File: src/rtl/redirect_hazard_unit_pkg.sv
// ---------------------------------------------------------------------------
// hazard_pkg
// Shared types for the hazard-side redirect sequencer of the 2-stage
// fetch/execute pipeline.
//   WORD_W          : width of an instruction/data word (32)
//   word_t          : one machine word, same shape as the core's word type
//   hazard_state_t  : redirect sequencer states
//                     HZ_IDLE          - no redirect pending
//                     HZ_REDIRECT_WAIT - redirect parked until imem finishes
// ---------------------------------------------------------------------------
package hazard_pkg;

  localparam int WORD_W = 32;

  typedef logic [WORD_W-1:0] word_t;

  typedef enum logic {
    HZ_IDLE,
    HZ_REDIRECT_WAIT
  } hazard_state_t;

endpackage

File: src/rtl/redirect_hazard_unit_sat_counter.sv
// ---------------------------------------------------------------------------
// sat_counter
// Event counter that increments by one per enabled cycle and sticks at
// all-ones instead of wrapping.
// Parameters:
//   W        counter width (>= 1)
// Ports:
//   clk      in   1   rising-edge clock
//   rst_n    in   1   asynchronous active-low reset, clears the count
//   i_inc    in   1   count this cycle
//   o_count  out  W   current count
// ---------------------------------------------------------------------------
module sat_counter #(
  parameter int W = 32
) (
  input  logic         clk,
  input  logic         rst_n,
  input  logic         i_inc,
  output logic [W-1:0] o_count
);

  logic [W-1:0] r_count;

  // Once every bit is set the counter parks there so a long run never
  // reads back as a small number.
  always_ff @(posedge clk or negedge rst_n) begin
    if (!rst_n) begin
      r_count <= '0;
    end else if (i_inc && (r_count != '1)) begin
      r_count <= r_count + W'(1);
    end
  end

  assign o_count = r_count;

endmodule

File: src/rtl/redirect_hazard_unit.sv
// ---------------------------------------------------------------------------
// redirect_hazard_unit
// Hazard-side end of the execute<->hazard link. Turns execute's dmem wait
// and branch mispredict into stall/flush controls, sequences the fetch PC
// redirect (parking it while an imem fetch is still in flight), tracks
// whether the fetch->execute latch holds a real instruction, and keeps two
// saturating performance counters.
// Parameters:
//   CNT_W              width of the perf counters (>= 1)
// Ports:
//   CLK                in   1      rising-edge clock
//   nRST               in   1      asynchronous active-low reset
//   dwait              in   1      execute: dmem access outstanding
//   branch_mispredict  in   1      execute: resolved path differs from fetch
//   branch_jump_addr   in   32     execute: correct target
//   iwait              in   1      fetch: imem access outstanding
//   ex_stall           out  1      execute: hold current instruction
//   ex_flush           out  1      execute: latch holds a bubble
//   fe_stall           out  1      fetch: hold PC and fetch->execute latch
//   fe_flush           out  1      fetch: load bubble into the latch
//   pc_load            out  1      fetch: load PC from pc_load_addr
//   pc_load_addr       out  32     redirect target (0 when pc_load=0)
//   redirect_busy      out  1      redirect parked behind in-flight fetch
//   stall_cycles       out  CNT_W  cycles with dwait=1, saturating
//   flush_events       out  CNT_W  accepted mispredicts, saturating
// ---------------------------------------------------------------------------
module redirect_hazard_unit
  import hazard_pkg::*;
#(
  parameter int CNT_W = 32
) (
  input  logic              CLK,
  input  logic              nRST,
  input  logic              dwait,
  input  logic              branch_mispredict,
  input  logic [WORD_W-1:0] branch_jump_addr,
  input  logic              iwait,
  output logic              ex_stall,
  output logic              ex_flush,
  output logic              fe_stall,
  output logic              fe_flush,
  output logic              pc_load,
  output logic [WORD_W-1:0] pc_load_addr,
  output logic              redirect_busy,
  output logic [CNT_W-1:0]  stall_cycles,
  output logic [CNT_W-1:0]  flush_events
);

  hazard_state_t     r_state;
  hazard_state_t     w_nextState;
  logic [WORD_W-1:0] r_redirect;
  logic              r_valid;

  logic              w_accept;
  logic              w_feFlush;
  logic              w_pcLoad;
  logic [WORD_W-1:0] w_pcLoadAddr;
  logic              w_captureRedirect;
  logic              w_busy;

  // A mispredict seen while dmem is busy is left alone; execute is stalled
  // and keeps presenting it until dwait drops.
  assign w_accept = branch_mispredict & ~dwait;

  // Redirect sequencing. In IDLE a redirect either fires immediately or,
  // when imem is mid-fetch, is parked so the stale fetch can complete first.
  // While parked every fetched word is discarded.
  always_comb begin
    w_nextState       = r_state;
    w_feFlush         = 1'b0;
    w_pcLoad          = 1'b0;
    w_pcLoadAddr      = '0;
    w_captureRedirect = 1'b0;
    w_busy            = 1'b0;
    case (r_state)
      HZ_IDLE: begin
        if (w_accept) begin
          w_feFlush = 1'b1;
          if (!iwait) begin
            w_pcLoad     = 1'b1;
            w_pcLoadAddr = branch_jump_addr;
          end else begin
            w_captureRedirect = 1'b1;
            w_nextState       = HZ_REDIRECT_WAIT;
          end
        end else if (!dwait && iwait) begin
          w_feFlush = 1'b1;
        end
      end
      HZ_REDIRECT_WAIT: begin
        w_busy    = 1'b1;
        w_feFlush = 1'b1;
        if (!iwait) begin
          w_pcLoad     = 1'b1;
          w_pcLoadAddr = r_redirect;
          w_nextState  = HZ_IDLE;
        end
      end
      default: begin
        w_nextState = HZ_IDLE;
      end
    endcase
  end

  // State and parked target. Reset drops any pending redirect; fetch then
  // restarts from its own reset PC.
  always_ff @(posedge CLK or negedge nRST) begin
    if (!nRST) begin
      r_state    <= HZ_IDLE;
      r_redirect <= '0;
    end else begin
      r_state <= w_nextState;
      if (w_captureRedirect) begin
        r_redirect <= branch_jump_addr;
      end
    end
  end

  // Validity of the fetch->execute latch. A flush always wins over a stall,
  // so a parked redirect keeps bubbling the latch even under dwait.
  always_ff @(posedge CLK or negedge nRST) begin
    if (!nRST) begin
      r_valid <= 1'b0;
    end else if (dwait && !w_feFlush) begin
      r_valid <= r_valid;
    end else begin
      r_valid <= ~w_feFlush;
    end
  end

  assign ex_stall      = dwait;
  assign fe_stall      = dwait;
  assign ex_flush      = ~r_valid;
  assign fe_flush      = w_feFlush;
  assign pc_load       = w_pcLoad;
  assign pc_load_addr  = w_pcLoadAddr;
  assign redirect_busy = w_busy;

  sat_counter #(.W(CNT_W)) u_stallCnt (
    .clk     (CLK),
    .rst_n   (nRST),
    .i_inc   (dwait),
    .o_count (stall_cycles)
  );

  sat_counter #(.W(CNT_W)) u_flushCnt (
    .clk     (CLK),
    .rst_n   (nRST),
    .i_inc   (w_accept),
    .o_count (flush_events)
  );

  // The cycle after a redirect execute sees a bubble, so it cannot
  // legitimately report another mispredict.
  a_noBackToBack : assert property (
    @(posedge CLK) disable iff (!nRST) pc_load |=> !branch_mispredict
  );

endmodule
File: config.mk
export PLATFORM = sky130hd
export DESIGN_NAME = redirect_hazard_unit
export DESIGN_NICKNAME = d
export VERILOG_FILES = /design/src/rtl/redirect_hazard_unit_pkg.sv /design/src/rtl/redirect_hazard_unit_sat_counter.sv /design/src/rtl/redirect_hazard_unit.sv
export SDC_FILE = /design/constraint.sdc
export NUM_CORES = 1
export LEC_CHECK = 0
export ABC_CLOCK_PERIOD_IN_PS = 2700
export CORE_ASPECT_RATIO = 1.1
export CORE_MARGIN = 2
export CORE_UTILIZATION = 35
export CTS_CLUSTER_SIZE = 8
export DETAILED_ROUTE_END_ITERATION = 8
export MAX_ROUTING_LAYER = met4
export PLACE_DENSITY = 0.59
export SLEW_MARGIN = 5
export SYNTH_ARGS = -nofsm -noshare
export SYNTH_HDL_FRONTEND = slang
export SYNTH_SLANG_ARGS = --single-unit
export TNS_END_PERCENT = 20
File: constraint.sdc
create_clock -name CLK -period 2.7 [get_ports CLK]
set_clock_uncertainty 0.05 [all_clocks]
set_input_delay 0.27 -clock CLK [delete_from_list [all_inputs] [get_ports CLK]]
set_output_delay 0.27 -clock CLK [all_outputs]
set_load 0.01 [all_outputs]
== Word level (Yosys, flattened, before mapping) ==
Cells that the tools add are included.

* Register bits: 98
* Bits of input ports: 37
* Output and inout bits: 102
* Logic and storage cells: 35

* $add $sub $neg: 2
* Equal/unequal tests: 2
* Multiplexer cells: 15
* Bitwise gates (word level): 5
* Reductions and logical operators: 6

{| class="wikitable"
|+ Operators with widths
! operator !! number
|-
| two-way mux 32 bit || 3
|-
| adder 32 x 1 -> 32 bit, second input constant || 2
|-
| != test 32 bit, second input constant || 2
|-
| one-hot mux 32 bit (2 select lines) || 1
|-
| two-way mux 1 bit || 8
|-
| one-hot mux 1 bit (2 select lines) || 3
|-
| logical AND 1 bit || 4
|-
| NOT 1 bit || 4
|-
| logical NOT 1 bit || 2
|-
| AND 1 bit || 1
|}

== Logic depth before layout (Yosys ltp) ==
Gate-level depths: netlist (run 1).

* Word-level depth: 7
* Depth in mapped cells: 7
* Gate-level depth less buffers: 6

== Cells and area by module ==
A second synthesis (run 1) with hierarchy kept.

* Cell total of the unflattened synthesis: 499
* Area total of the unflattened synthesis: 5,446.5 um^2

{| class="wikitable"
|+ By module, submodules not included
! module !! instances !! cells each !! area an instance (um^2) !! sequential area each (um^2)
|-
| sat_counter || 2 || 151 || 1,624.1 || 800.8
|-
| redirect_hazard_unit || 1 || 197 || 2,198.4 || 850.8
|}

== Worst setup path after synthesis (run 1) ==
No wires, ideal clock.

* Kind: register -> register
* Start point: register u_stallCnt.r_count[0] (netlist: u_stallCnt.o_count[0])
* End point: register u_stallCnt.r_count[1] (netlist: u_stallCnt.o_count[1])
* Library setup time: 0.125 ns
* Data arrival time: 2.095 ns
* Required time: 2.525 ns
* Path slack: 0.431 ns
* Stages on the path, launching flop included: 7
* Buffers on the path: 0
* Period minus slack after synthesis: 2.269 ns
* Cells stage by stage: dfrtp_1 > ha_1 > nand2_1 > nor3_1 > nand2_1 > o31ai_1 > mux2_2

* Longest elaborated chain between the ends: 2
* Elaborated cells on any way between the ends: 3
* Classes of those cells: 1 x add/sub; 1 x eq/ne; 1 x reduce/logical

{| class="wikitable"
|+ Ends and longest elaborated chain
! what !! line !! RTL
|-
| from (decl) || redirect_hazard_unit_sat_counter.sv:22 || <nowiki>logic [W-1:0] r_count;</nowiki>
|-
| from (signal assigned) || redirect_hazard_unit_sat_counter.sv:30 || <nowiki>r_count <= r_count + W'(1);</nowiki>
|-
| branches (longest 2 deep; another with adder 32 x 1 -> 32 bit) || -- ||
|}

Several ways; the timed one is not identified.
A chain may end at the register's enable or synchronous reset.

== Worst setup path after layout (run 1) ==
* Start point: input port branch_mispredict
* End point: output port pc_load_addr[21]

* Longest elaborated chain between the ends: 3

{| class="wikitable"
|+ Ends and longest elaborated chain
! what !! line !! RTL
|-
| from (decl) || redirect_hazard_unit.sv:35 || <nowiki>input logic branch_mispredict,</nowiki>
|-
| AND 1 bit || redirect_hazard_unit.sv:63 || <nowiki>assign w_accept = branch_mispredict & ~dwait;</nowiki>
|-
| two-way mux 32 bit || redirect_hazard_unit.sv:77 || <nowiki>if (w_accept) begin</nowiki>
|-
| one-hot mux 32 bit (2 select lines) || redirect_hazard_unit.sv:75 || <nowiki>case (r_state)</nowiki>
|-
| to (decl) || redirect_hazard_unit.sv:43 || <nowiki>output logic [WORD_W-1:0] pc_load_addr,</nowiki>
|}

Every way passes these cells.

==> results_tabular.tex, run 1 <==
\begin{tabular}{lr}
\hline
Metric & Value \\
\hline
\multicolumn{2}{l}{\textbf{Outcome}} \\
Result of the run & complete, no violations \\
\multicolumn{2}{l}{\textbf{Clock network}} \\
Worst-skew pair later-pin latency & 0.34 ns \\
\# Post-CTS Setup Buffers & 0 \\
TritonCTS buffer count & 9 \\
Root Buffer Master & clkbuf\_16 \\
Clk sink count & 98 \\
Number of cells upsized or downsized after cts & 0 \\
CTS tree & built \\
Maximum buffer depth of the clock tree & 2 \\
Post-CTS clock slew at the launch and capture registers of the worst setup and hold paths & 0.07 ns \\
CTS HTree Levels & 3 \\
\multicolumn{2}{l}{\textbf{Floorplanning}} \\
Area enclosed by the die boundary & 14500 um2 \\
Die Height & 126 um \\
Die Wd & between 100 and 150 um \\
Effective utilization at floorplan & 0.359 \\
Core box area & 13200 um2 \\
Row count & 44 \\
Count of pins on the block boundary & 139 \\
\multicolumn{2}{l}{\textbf{Routing}} \\
Antenna-violating nets left & 0 \\
Iteration-0 DRC Markers & 199 \\
Routed via count & around 3800 \\
Vias per cell & 5.25 \\
DRT Wirelength & 11.8 mm \\
Wirelength per Cell & 16.1 um \\
Remaining routing DRC violations & 0 \\
Drt first pass iters & 4 \\
\multicolumn{2}{l}{\textbf{Synth}} \\
Combined area of all synthesized cells & approximately 4700 um2 \\
Distinct cells, synth & 45 \\
Average cell area after synthesis & 11.3 um2 \\
Area share of the largest cell type after synthesis & 0.517 \\
Number of instances in the synthesized netlist & 420 \\
Total nets after synthesis & 459 \\
Share of synthesized flip-flops with an asynchronous set or reset & 1.00 \\
Yosys reg bits & 98 \\
Leading post-synthesis cells by cell area & dfrtp\_1 52\%, mux2\_2 8.3\%, a22o\_1 5.9\% \\
Number of synthesized flops with an enable pin & 0 \\
Part of the Yosys area used for sequential elements & 0.517 \\
Cell accounting for the most synthesized area & dfrtp\_1 \\
Count of synthesis-stage warnings from yosys & 0 \\
Main flop type after synthesis & dfrtp\_1 \\
\multicolumn{2}{l}{\textbf{STA}} \\
Unrepaired setup endpoints after global routing & no \\
Count of final setup violators & 0 \\
Final-report hold violation count & 0 \\
Worst slew margin relative to its limit & 0.631 \\
Worst hold slack after final layout & between 0.3 and 0.4 ns \\
Total negative slack & 0 ns \\
Count of pins over their slew limit & 0 \\
Transition at the pin with the smallest max-transition slack & roughly 0.55 ns \\
Tmin final & between 2 and 2.5 ns \\
Maximum achievable frequency & 414 MHz \\
Ratio of final minimum period to clock period & 0.895 \\
\multicolumn{2}{l}{\textbf{Worst setup path}} \\
Element type at the critical path end & output port \\
Crit Path Category & primary input to output port \\
Worst-path maximum fanout & 32 \\
Reg-to-Reg End & u\_flushCnt.o\_count[1] \\
Worst Path Arrival & 2.10 ns \\
Worst r2r path cells & 5 \\
Register-to-register path setup slack & 0.38 ns \\
Worst setup SP type & primary input \\
Data required time of the critical path & 2.38 ns \\
Origin of the critical flop-to-flop path & u\_flushCnt.o\_count[8] \\
\multicolumn{2}{l}{\textbf{Layout}} \\
Layout Utilization & 0.505 \\
Share of layout cells above drive strength 1 & 0.141 \\
Most frequent cells in the layout & 137 x clkdlybuf4s50\_1, 98 x dfrtp\_1, 35 x mux2\_2, 32 x a22o\_1, 32 x nand3\_1 \\
Final-layout fill cell count & $\sim$1300 \\
Number of cells in the finished layout apart from fillers & 730 \\
Most common cell after layout, fill and taps aside & clkdlybuf4s50\_1 \\
Number of antenna diodes & 0 \\
Layout Nets & 603 \\
Signed area change from the synthesized netlist to the final layout & 40.7\% \\
\multicolumn{2}{l}{\textbf{Power}} \\
Leakage power of the design & 2.72 nW \\
Internal cell power & approximately 2.9 mW \\
Maximum VDD drop & 0.381 mV \\
Net Switching & roughly 1.1 mW \\
Sw Share & 0.268 \\
Power Total & 3.95 mW \\
Power per cell area & 591 nW/um2 \\
Clock share of power & 0.328 \\
Power share of the sequential group & 0.470 \\
Share of total power in combinational logic & 0.202 \\
\multicolumn{2}{l}{\textbf{Flow run}} \\
Count of max-cap constraint violations & 0 \\
\multicolumn{2}{l}{\textbf{Hold path}} \\
Type of the most critical hold path & primary input to async pin \\
\multicolumn{2}{l}{\textbf{Global routing}} \\
Overall global routing resource usage & 0.171 \\
Maximum number of pins on one net before global-route repair & 42 \\
First-pass GRT wire length & 19.4 mm \\
Number of global-route vias before repair & 3745 \\
Aggregate global routing overflow & 0 \\
Antenna violations before repair & 0 \\
\multicolumn{2}{l}{\textbf{Place}} \\
Estimated wirelength of the detail-placed design & 8.73 mm \\
Total instance count after detailed placement & 713 \\
Weighted congestion reported at the end of routability-driven placement & 0.868 \\
Number of buffer cells added on primary ports & 138 \\
\hline
\end{tabular}
state kept, by name (all words and copies together), names as in the netlist:
signal and flops:
r_state 1, u_flushCnt.o_count 32, r_valid 1, u_stallCnt.o_count 32
r_redirect 32
synth_stat cells, types with 3 or more instances:
cell type,instances
mux2_2,35
nor3b_1,3
inv_1,9
nor3_1,19
or4_1,3
or2_2,4
o21ai_0,10
nor2b_1,3
nand2_1,25
xnor2_1,31
nand3_1,32
dfrtp_1,98
a22o_1,32
and3_1,6
xor2_1,21
clkbuf_1,12
nor4_1,8
nand4_1,17
and4_1,3
nor2_1,18
what timing repair did:
| action | in CTS | in global routing |
|---|---|---|
| endpoints found under the setup margin | 0 | 0 |
| hold buffers | 1 | 0 |
| hold endpoints to repair | 39 | 0 |
per-stage QoR:
stage / worst slack [ns] / area, um2
2_1_floorplan: 0.431 / 4750
3_3_place_gp: 0.214 / 6360
3_5_place_dp: 0.172 / 6360
4_1_cts: 0.280 / 6680
5_1_grt: 0.165 / 6680
6_report: 0.283 / 6680
worst max path at each step:
| stage | end | cells past startpoint | from |
|---|---|---|---|
| 2_1_floorplan | u_stallCnt.o_count[1] | 6 | u_stallCnt.o_count[0] |
| 3_3_place_gp | u_flushCnt.o_count[29] | 6 | branch_mispredict |
| 3_5_place_dp | u_flushCnt.o_count[29] | 6 | dwait |
| 4_1_cts | pc_load_addr[21] | 6 | branch_mispredict |
| 5_1_grt | pc_load_addr[2] | 6 | branch_mispredict |
| 6_report | pc_load_addr[21] | 6 | branch_mispredict |
power groups by stage:
| stage | clock, mW | combinational (mW) | sequential [mW] |
|---|---|---|---|
| 6_report | 1.29 | 0.796 | 1.86 |
| 5_1_grt | 1.40 | 0.865 | 1.88 |
| 4_1_cts | 1.34 | 0.810 | 1.86 |
| 3_5_place_dp | 0 | 0.806 | 1.88 |
| 3_3_place_gp | 0 | 0.792 | 1.87 |
| 2_1_floorplan | 0 | 0.327 | 1.88 |
final cells by class:
class,count,area (um2),area share
multi-input cells,295,2180,0.326
well taps,161,201,0.0302
inverters,9,33.8,0.00506
clock buffers,10,239,0.0358
flip-flops and latches,98,2450,0.367
repair buffers,151,1500,0.225
clock inverters,6,66.3,0.00993
logic make-up after synthesis:
kind of cell,after synthesis,synth area share
DFF,98,0.517
muxes,36,0.0862
AOI/OAI and AO/OA,53,0.0920
buffers and inverters,27,0.0266
xor gates and xnor gates,52,0.0960
adders and majority gates,2,0.00527
and+or+nand+nor,152,0.177
per-layer routing:
layer | global-route usage | share of wire | routed length [um]
met1 | 0.233 | 0.47 | 5550
met2 | 0.261 | 0.47 | 5530
met3 | 0.0289 | 0.045 | 533
met4 | 0.0517 | 0.013 | 159
met5 | - | 0 | 0
critical path, cell delays in order:
cell             delay, ns
clkdlybuf4s50_1       0.54
nand2b_2              0.14
nor3_2                0.19
buf_12                0.22
a22o_1                0.17
clkdlybuf4s50_1       0.56
No activity file was read; power rests on OpenSTA's default activity.
==> inputs of run 2 (changes only) <==
--- a/config.mk
+++ b/config.mk
@@ -6,7 +6,7 @@
 export NUM_CORES = 1
 export LEC_CHECK = 0
 export ABC_CLOCK_PERIOD_IN_PS = 2700
-export CORE_ASPECT_RATIO = 1.1
+export CORE_ASPECT_RATIO = 0.75
 export CORE_MARGIN = 2
 export CORE_UTILIZATION = 35
 export CTS_CLUSTER_SIZE = 8
==> results_tabular.tex, run 2 (synthesized netlist as in run 1, its figures left out) <==
\begin{tabular}{lr}
\hline
Metric & Value \\
\hline
\multicolumn{2}{l}{\textbf{Outcome}} \\
Result of the run & complete, no violations \\
\multicolumn{2}{l}{\textbf{Layout}} \\
Number of cells in the finished layout apart from fillers & 736 \\
Signed area change from the synthesized netlist to the final layout & 40.9\% \\
Layout Utilization & 0.510 \\
Finished layout cell area & 6690 um2 \\
Final-layout fill cell count & 1191 \\
Most frequent cells in the layout & 137 x clkdlybuf4s50\_1, 98 x dfrtp\_1, 35 x mux2\_2, 32 x a22o\_1, 32 x nand3\_1 \\
Layout Nets & 599 \\
Number of antenna diodes & 0 \\
Share of layout cells above drive strength 1 & 0.131 \\
Most common cell after layout, fill and taps aside & clkdlybuf4s50\_1 \\
\multicolumn{2}{l}{\textbf{Flow run}} \\
Count of max-cap constraint violations & 0 \\
\multicolumn{2}{l}{\textbf{Floorplanning}} \\
Count of pins on the block boundary & 139 \\
Effective utilization at floorplan & 0.362 \\
Die Wd & 138 um \\
Core box area & about 13000 um2 \\
Die Height & 105 um \\
Area enclosed by the die boundary & 14500 um2 \\
Row count & 36 \\
\multicolumn{2}{l}{\textbf{Routing}} \\
DRT Wirelength & 12.0 mm \\
Routed via count & 3779 \\
Antenna-violating nets left & 0 \\
Vias per cell & between 5 and 6 \\
Drt first pass iters & 4 \\
Iteration-0 DRC Markers & 231 \\
Remaining routing DRC violations & 0 \\
Wirelength per Cell & $\sim$16 um \\
\multicolumn{2}{l}{\textbf{Clock network}} \\
Worst-skew pair later-pin latency & 0.34 ns \\
Clk sink count & 98 \\
Number of cells upsized or downsized after cts & 0 \\
TritonCTS buffer count & 9 \\
\# Post-CTS Setup Buffers & 0 \\
Maximum buffer depth of the clock tree & 2 \\
Hold bufs inserted after CTS & 1 \\
Post-CTS clock slew at the launch and capture registers of the worst setup and hold paths & 0.06 ns \\
CTS tree & built \\
CTS HTree Levels & 3 \\
Root Buffer Master & clkbuf\_16 \\
\multicolumn{2}{l}{\textbf{STA}} \\
Ratio of final minimum period to clock period & 0.901 \\
Final-report hold violation count & 0 \\
Tmin final & 2.43 ns \\
Count of pins over their slew limit & 0 \\
Count of final setup violators & 0 \\
Worst slew margin relative to its limit & 0.547 \\
Total negative slack & 0 ns \\
Transition at the pin with the smallest max-transition slack & between 0.6 and 0.7 ns \\
Unrepaired setup endpoints after global routing & no \\
Maximum achievable frequency & 411 MHz \\
\multicolumn{2}{l}{\textbf{Global routing}} \\
First-pass GRT wire length & around 20 mm \\
Aggregate global routing overflow & 0 \\
Number of global-route vias before repair & about 3700 \\
Antenna violations before repair & 0 \\
Maximum number of pins on one net before global-route repair & 53 \\
Overall global routing resource usage & 0.174 \\
\multicolumn{2}{l}{\textbf{Worst setup path}} \\
Element type at the critical path end & output port \\
Worst r2r path cells & 4 \\
Crit Path Category & primary input to output port \\
Data required time of the critical path & $\sim$2.4 ns \\
Worst setup SP type & primary input \\
Worst Path Arrival & 2.11 ns \\
Worst-path maximum fanout & 32 \\
\multicolumn{2}{l}{\textbf{Place}} \\
Number of buffer cells added on primary ports & about 140 \\
Total instance count after detailed placement & between 700 and 800 \\
Weighted congestion reported at the end of routability-driven placement & 0.840 \\
Estimated wirelength of the detail-placed design & a little under 9 mm \\
Placed cell area & 6360 um2 \\
\multicolumn{2}{l}{\textbf{Power}} \\
Maximum VDD drop & 0.329 mV \\
Leakage power of the design & 2.71 nW \\
Power per cell area & 604 nW/um2 \\
Power Total & 4.04 mW \\
\multicolumn{2}{l}{\textbf{Hold path}} \\
Type of the most critical hold path & flop to flop \\
Number of cells traversed by the worst hold path & 1 \\
\hline
\end{tabular}
==> run 2: cell type report <==
cell class | count | area (um2) | share of cell area
Sequential cell | 98 | 2450 | 0.367
Multi-Input combinational cell | 295 | 2180 | 0.326
Timing Repair Buffer | 147 | 1490 | 0.222
Clock buffer | 12 | 246 | 0.0369
Tap cell | 171 | 214 | 0.0320
Clock inverter | 4 | 75.1 | 0.0112
Inverter | 9 | 33.8 | 0.00505
==> run 2: worst paths after layout <==
check	startpoint	endpoint	slack [ns]
max	dwait	pc_load_addr[24]	0.27
min	u_stallCnt.o_count[29]	u_stallCnt.o_count[29]	0.44
max reg2reg	u_stallCnt.o_count[6]	u_stallCnt.o_count[1]	0.31
min reg2reg	u_stallCnt.o_count[29]	u_stallCnt.o_count[29]	0.44
max in group asynchronous	nRST	r_redirect[10]	1.43
min in group asynchronous	nRST	u_flushCnt.o_count[22]	0.47
==> run 2: where the power goes <==
part	switching, mW	internal, mW
Clock	0.545	0.838
Sequential	0.183	1.67
Combinational	0.328	0.476
==> run 2: metrics by stage <==
stage	worst slack (ns)	hold WS (ns)
after floorplan	0.431	-0.0756
after global placement	0.149	0.309
after detailed placement	0.126	0.312
after CTS	0.266	0.441
after global routing	0.184	0.459
final	0.266	0.440
==> run 2: worst max-delay path: stages <==
cell	delay (ns)
clkdlybuf4s50_1	0.43
nand2b_2	0.26
nor3_2	0.20
buf_12	0.22
a22o_1	0.16
clkdlybuf4s50_1	0.55
==> run 2: routing by layer <==
metal,vias up,global-route usage,part of all wire
li1,1811,-,-
met1,1849,0.268,0.53
met2,110,0.231,0.41
met3,9,0.0399,0.050
met4,0,0.0350,0.0060
met5,-,-,0
